$ cat config.mk
export PLATFORM = sky130hd
export DESIGN_NAME = dct_mac_pipe
export DESIGN_NICKNAME = d
export VERILOG_FILES = /design/src/rtl/dct_mac_pipe.sv
export SDC_FILE = /design/constraint.sdc
export NUM_CORES = 1
export LEC_CHECK = 0
export CAP_MARGIN = 15
export CORE_AREA = 3 3 193 157
export CTS_CLUSTER_SIZE = 20
export DETAILED_ROUTE_END_ITERATION = 8
export DIE_AREA = 0 0 196 160
export PLACE_DENSITY = 0.72
export SYNTH_ARGS = -nofsm -noshare
export SYNTH_HDL_FRONTEND = slang
export SYNTH_SLANG_ARGS = --single-unit
$ cat constraint.sdc
create_clock -name clk -period 14.45 [get_ports clk]
set_input_delay 2.89 -clock clk [delete_from_list [all_inputs] [get_ports clk]]
set_output_delay 2.89 -clock clk [all_outputs]
set_load 0.005 [all_outputs]
$ cat src/rtl/dct_mac_pipe.sv
// Pipelined signed MAC: accumulates framed groups of din0*din1 taps and emits one scaled result per group.
// Latency: dout_vld MUL_STAGE+2 ce-enabled edges after the edge accepting the group's last tap.
// Backpressure: none; ce=0 freezes every register. Optional DCT_MAC_ROUND_SAT_EN selects round+saturate scaling.
module dct_mac_pipe #(
  parameter int DIN0_WIDTH = 15,
  parameter int DIN1_WIDTH = 16,
  parameter int ACC_WIDTH  = 34,
  parameter int DOUT_WIDTH = 16,
  parameter int SHIFT      = 13,
  parameter int MUL_STAGE  = 2,
  parameter int MAX_TAPS   = 8
) (
  input  logic                                clk,
  input  logic                                reset,
  input  logic                                ce,
  input  logic signed [DIN0_WIDTH-1:0]        din0,
  input  logic signed [DIN1_WIDTH-1:0]        din1,
  input  logic                                din_vld,
  input  logic                                din_last,
  output logic signed [DOUT_WIDTH-1:0]        dout,
  output logic                                dout_vld,
  output logic [$clog2(MAX_TAPS+1)-1:0]       tap_cnt,
  output logic                                err
);

  localparam int CW = $clog2(MAX_TAPS+1);
  localparam int PW = DIN0_WIDTH + DIN1_WIDTH;
  localparam int LS = MUL_STAGE - 1;

  // input register stage
  logic signed [DIN0_WIDTH-1:0] in0_q;
  logic signed [DIN1_WIDTH-1:0] in1_q;
  logic                         in_vld, in_last, in_first;

  // group framing: a tap opens a group when nothing has been counted yet,
  // and closes it on din_last or when it is the MAX_TAPS-th tap
  logic tap_first, tap_full, tap_end;
  assign tap_first = (tap_cnt == '0);
  assign tap_full  = (tap_cnt == CW'(MAX_TAPS - 1));
  assign tap_end   = din_last | tap_full;

  // full-precision product, sign-extended into the accumulator domain
  logic signed [PW-1:0]        prod;
  logic signed [ACC_WIDTH-1:0] prod_ext;
  assign prod     = in0_q * in1_q;
  assign prod_ext = ACC_WIDTH'(prod);

  // product pipe with its framing flags
  logic signed [ACC_WIDTH-1:0] pp [MUL_STAGE];
  logic [MUL_STAGE-1:0]        pv, pl, pf;

  logic signed [ACC_WIDTH-1:0]  acc;
  logic                         acc_done;
  logic signed [DOUT_WIDTH-1:0] scaled;

  // capture taps and track group framing / sticky overflow error
  always_ff @(posedge clk) begin
    if (reset) begin
      in0_q    <= '0;
      in1_q    <= '0;
      in_vld   <= 1'b0;
      in_last  <= 1'b0;
      in_first <= 1'b0;
      tap_cnt  <= '0;
      err      <= 1'b0;
    end else if (ce) begin
      in0_q    <= din0;
      in1_q    <= din1;
      in_vld   <= din_vld;
      in_last  <= din_vld & tap_end;
      in_first <= din_vld & tap_first;
      if (din_vld) begin
        tap_cnt <= tap_end ? '0 : tap_cnt + CW'(1);
        if (tap_full && !din_last) err <= 1'b1;
      end
    end
  end

  // shift products and flags through MUL_STAGE registers
  always_ff @(posedge clk) begin
    if (reset) begin
      for (int i = 0; i < MUL_STAGE; i++) pp[i] <= '0;
      pv <= '0;
      pl <= '0;
      pf <= '0;
    end else if (ce) begin
      pp[0] <= prod_ext;
      pv[0] <= in_vld;
      pl[0] <= in_last;
      pf[0] <= in_first;
      for (int i = 1; i < MUL_STAGE; i++) begin
        pp[i] <= pp[i-1];
        pv[i] <= pv[i-1];
        pl[i] <= pl[i-1];
        pf[i] <= pf[i-1];
      end
    end
  end

  // accumulate (wrapping); first tap of a group overwrites the accumulator
  always_ff @(posedge clk) begin
    if (reset) begin
      acc      <= '0;
      acc_done <= 1'b0;
    end else if (ce) begin
      acc_done <= pv[LS] & pl[LS];
      if (pv[LS]) acc <= pf[LS] ? pp[LS] : acc + pp[LS];
    end
  end

`ifdef DCT_MAC_ROUND_SAT_EN
  // round half toward +inf at ACC_WIDTH+1 bits, then clamp to the output range
  localparam int RSH = (SHIFT > 0) ? SHIFT - 1 : 0;
  localparam logic signed [ACC_WIDTH:0] RND = (SHIFT > 0) ? ((ACC_WIDTH+1)'(1) <<< RSH) : '0;
  logic signed [ACC_WIDTH:0] rsum, rshr;
  logic                      fits;
  assign rsum   = {acc[ACC_WIDTH-1], acc} + RND;
  assign rshr   = rsum >>> SHIFT;
  assign fits   = (&rshr[ACC_WIDTH:DOUT_WIDTH-1]) | ~(|rshr[ACC_WIDTH:DOUT_WIDTH-1]);
  assign scaled = fits ? rshr[DOUT_WIDTH-1:0]
                       : {rshr[ACC_WIDTH], {(DOUT_WIDTH-1){~rshr[ACC_WIDTH]}}};
`else
  // floor shift, then two's-complement truncation
  assign scaled = DOUT_WIDTH'(acc >>> SHIFT);
`endif

  // register the scaled result one edge after the group's last accumulation
  always_ff @(posedge clk) begin
    if (reset) begin
      dout     <= '0;
      dout_vld <= 1'b0;
    end else if (ce) begin
      dout_vld <= acc_done;
      if (acc_done) dout <= scaled;
    end
  end

endmodule

# [Yosys cells after proc, flatten, opt, wreduce, memory -nomap -nowiden]
# Memories as Yosys holds them, arrays and structs flattened.
# Index checks and enable logic that the tools add are counted.
[op_classes] add_sub_neg=2 n_mul=1 eq_ne=1 mux=9 n_bitwise=6 reduce_logical=7
[ops] op="two-way mux 34 bit" n=3
[ops] op="adder 34 bit" n=1
[ops] op="multiplier 15 x 16 -> 31 bit" n=1
[ops] op="AND reduction 2 bit" n=3
[ops] op="two-way mux 1 bit" n=5
[ops] op="adder 4 x 1 -> 4 bit (second input constant)" n=1
[ops] op="equality test 4 x 3 -> 1 bit (second input constant)" n=1
[ops] op="logical NOT 4 bit" n=1
[ops] op="two-way mux 4 bit" n=1
[ops] op="AND 1 bit" n=3
[ops] op="bitwise OR 1 bit" n=3
[ops] op="AND reduction 3 bit" n=1
[ops] op="logical AND 1 bit" n=1
[ops] op="logical NOT 1 bit" n=1
[totals] register_bits=97 mem_bits_rw=68 in_bits=36 output_inout_bits=22 n_memories=1
[mem_list] name="pp" words=2 width=34 rd=2 rd_ports_with_merged_regs=0 write_ports=2 line_no="49" rtl="logic signed [ACC_WIDTH-1:0] pp [MUL_STAGE];"

# [Longest topological paths before layout]
[logic_depth] depth_word=4 mapped_depth=23

# [Worst setup path before layout]
# No wires, ideal clock.
[synth_path] kind="reg-to-reg" from="register in0_q[0]" to="memory pp[0][26] (data pin)" setup_ns=0.255 arrival_ns=5.690 t_required_ns=14.195 path_slack_ns=8.505 stages_incl_launch_ff=21 path_cell_list="dfxtp_1 -> clkbuf_1 -> nand2_1 -> inv_1 -> fa_1 -> fa_1 -> inv_1 -> fa_1 -> inv_1 -> fa_1 -> fa_1 -> inv_1 -> fa_1 -> inv_1 -> ha_1 -> a21oi_1 -> o31ai_1 -> a21oi_1 -> o2bb2ai_2 -> or4_4 -> a31o_1"
[synth_lines] item="start: declaration" line_no="31" rtl="logic signed [DIN0_WIDTH-1:0] in0_q;"
[synth_lines] item="start signal: assignment" line_no="67" rtl="in0_q <= din0;"
[synth_lines] item="end: declaration" line_no="49"

==> metrics <==
Setup CP Type=reg2reg; mux contribution to synthesized area=2.62%; Seq/Total Area, Yosys=22.9%; final setup fails=0; Adder-Cell Fraction of Synth Area=37.4%; synthesized cell area=0.0156 mm2; total die area=0.0314 mm2; Fill cells=2,453; Worst slew margin=31.5%; Main synth FF type=dfxtp_1; outcome=finished, final reports clean; Largest stage delay, worst path=800 ps; Placed Cells=2,038; CTS root buffer=clkbuf_16; WP data arrival=6690 ps; number of CTS-inserted buffers=17; post-synthesis cell type count=63; clock skew=16.9 ps; Sink Count=150; pin count of the biggest net entering global routing=54; gr usage total=23.5%; fmax=0.154 GHz; Layout Cells excl Fill=2,070; compound-cell area share of the yosys netlist=9.47%; Tightest Pin Transition=1020 ps; CP bufs+invs=5; site row count=55; pins over their slew limit=0; later-pin clock latency in the skew report=440 ps; slowest CP cell=fa_1; Pre-Repair DR Iteration Count=5; most frequent cells in the layout=280 x inv_1, 224 x fa_1, 196 x nand2_1, 142 x and2_1, 109 x ha_1; Avg Vias per Cell=5.44; Placer Congestion=0.877; number of synthesized flops with an enable pin=58; setup TNS=0 ps; Synth Register Bits=150; DRC Markers=0; critical path, cell by cell=nand2_1 -> inv_1 -> fa_1 -> fa_1 -> inv_1 -> fa_1 -> inv_1 -> fa_1 -> fa_1 -> inv_1 -> fa_1 -> inv_1 -> ha_1 -> a21oi_1 -> o31ai_1 -> a21oi_1 -> o2bb2ai_2 -> or4_4 -> a31o_1; # resized after CTS=0; HPWL Detailed=26,800 um; antenna cells=0; Max Root-Sink Buffers=2; Yosys Warn Count=0; met1 wire length=16,000 um; CP Capture Type=register; crit-path leading delay family=adder cells; share of post-route cells with drive strength above 1=3.24%; total wire length=35,400 um; Hold Crit Class=reg2reg; Hold Violations, Final=0; final core utilization=59.9%; Synth Net Count=2,050; Detail Route met3 WL=2100 um; Layout Nets=2,056; crit start category=register; WL/cell=17.1 um; Synth async-reset ratio=0%; simple-gate share of the synthesized area=16.1%; Die X-Extent=196 um; worst-path maximum fanout=17; # H-tree levels=4; antenna violations before repair=0; Max VDD drop=0.0820 mV; highest metal used=met4; Worst-path clk slew=70 ps; largest family of logic cells by synthesized area=adder cells; RSZ-0062 raised after global routing=false; Post-DRT Antenna Nets=0; vias in the first global route=11,600; Max Cap Viol=0; IO Count=58; Final Cycle Share=45.0%; CP required=14,630 ps; Hold Slack=457 ps; first-pass GRT wire length=59,400 um; Core Footprint=0.0284 mm2; grt total ovfl=0; crit path time final=6510 ps; DRC marker count from the first detailed-route iteration=581; xor/xnor share of the synthesized area=2.86%; TritonCTS clock tree=built; commonest non-fill, non-tap cell in the layout=inv_1; Starting Density=55.2%; mean cell area of the mapped netlist=9.30 um2; Mapped Cells=1,681; die height=160 um; setup repair bufs after CTS=0; Most common cell on crit path=fa_1; port bufs=57; hold_buf cts=0; Pleak=0.00804 uW; Layout area overhead=8.63%; metal2 WL=16,600 um; PD cells=76.4 mW/mm2; Vias=11,300
## metrics by stage
| stage | area [um2] | total power, uW | setup slack, ps |
|---|---|---|---|
| floorplan | 15600 | 760 | 8500 |
| global placement | 16400 | 847 | 8090 |
| detailed placement | 16400 | 858 | 7950 |
| CTS | 17000 | 1310 | 7920 |
| global route | 17000 | 1380 | 7570 |
| finish | 17000 | 1300 | 7940 |
## registers in the layout, summed over array words and instances (netlist names)
| signal | flops |
|---|---|
| pv | 2 |
| pl | 2 |
| pf | 2 |
| in_vld | 1 |
| in_last | 1 |
| in1_q | 16 |
| dout | 16 |
| tap_cnt | 4 |
| err | 1 |
| in_first | 1 |
| acc | 29 |
| in0_q | 15 |
| acc_done | 1 |
| pp | 58 |
| dout_vld | 1 |
## metal layers
| metal | GRT usage, % | vias to the layer above |
|---|---|---|
| met1 | 32.5 | 5550 |
| met2 | 38.6 | 320 |
| met5 | 0 | - |
| li1 | - | 5332 |
| met3 | 4.01 | 49 |
| met4 | 6.09 | 0 |
## synthesized netlist by cell type, types with 3 or more instances
master	number	share of area, %
a211oi_1	9	0.43
a21o_1	20	0.96
a21oi_1	78	2.5
a311oi_1	7	0.39
a31oi_1	8	0.32
and2_1	142	5.7
and3_1	7	0.28
buf_2	4	0.13
clkbuf_1	71	1.7
dfxtp_1	92	12
edfxtp_1	58	11
fa_1	224	29
ha_1	109	8.7
inv_1	280	6.7
mux2i_1	41	2.6
nand2_1	196	4.7
nand2b_1	13	0.52
nand3_1	13	0.42
nand4_1	7	0.28
nor2_1	100	2.4
nor2b_1	16	0.64
nor3_1	12	0.38
nor4_1	3	0.12
nor4b_1	3	0.17
o211ai_1	12	0.58
o21a_1	11	0.53
o21ai_0	33	1.1
o21ai_1	7	0.22
o21bai_1	4	0.19
o22ai_1	5	0.20
o31a_1	4	0.22
or3_1	3	0.12
xnor2_1	35	2.0
xor2_1	16	0.90
## path summary, 6_finish.rpt
| kind | from | cells after the start | slack (ps) | end |
|---|---|---|---|---|
| worst max-delay path | in0_q[0] | 19 | 7940 | pp[0][26] |
| worst min-delay path | dout[13] | 2 | 460 | dout[13] |
| worst max register to register | in0_q[0] | 19 | 7940 | pp[0][26] |
| worst min register to register | dout[13] | 2 | 460 | dout[13] |
## power breakdown
part           leakage, uW  total, uW  switching, uW  internal, uW
clock             0.000286        446            208           238
sequential         0.00139        500           34.3           465
combinational      0.00636        353            202           151
## cell families after synthesis
| kind of cell | count (synthesis) |
|---|---|
| AOI/OAI and AO/OA | 227 |
| xor gates and xnor gates | 51 |
| adders and majority gates | 333 |
| buffers and inverters | 357 |
| DFF | 150 |
| muxes | 41 |
| and+or+nand+nor | 522 |
## cell type report
type	instances	area, um2	area share, %
inverters	281	1050	6.21
multi-input cells	1174	10700	63.0
well taps	370	463	2.73
clock inverters	14	126	0.744
flip-flops and latches	150	3580	21.1
clock buffers	18	450	2.65
repair buffers	63	606	3.56
## worst reg2reg max path: cells and delay by family, from the launching register on
family | cells | cell delay, ps
buf+inv | 5 | 520
flops | 1 | 690
fa+ha+maj | 7 | 3630
compound gates | 5 | 800
simple gates | 2 | 630
No activity file was read; power rests on OpenSTA's default activity.
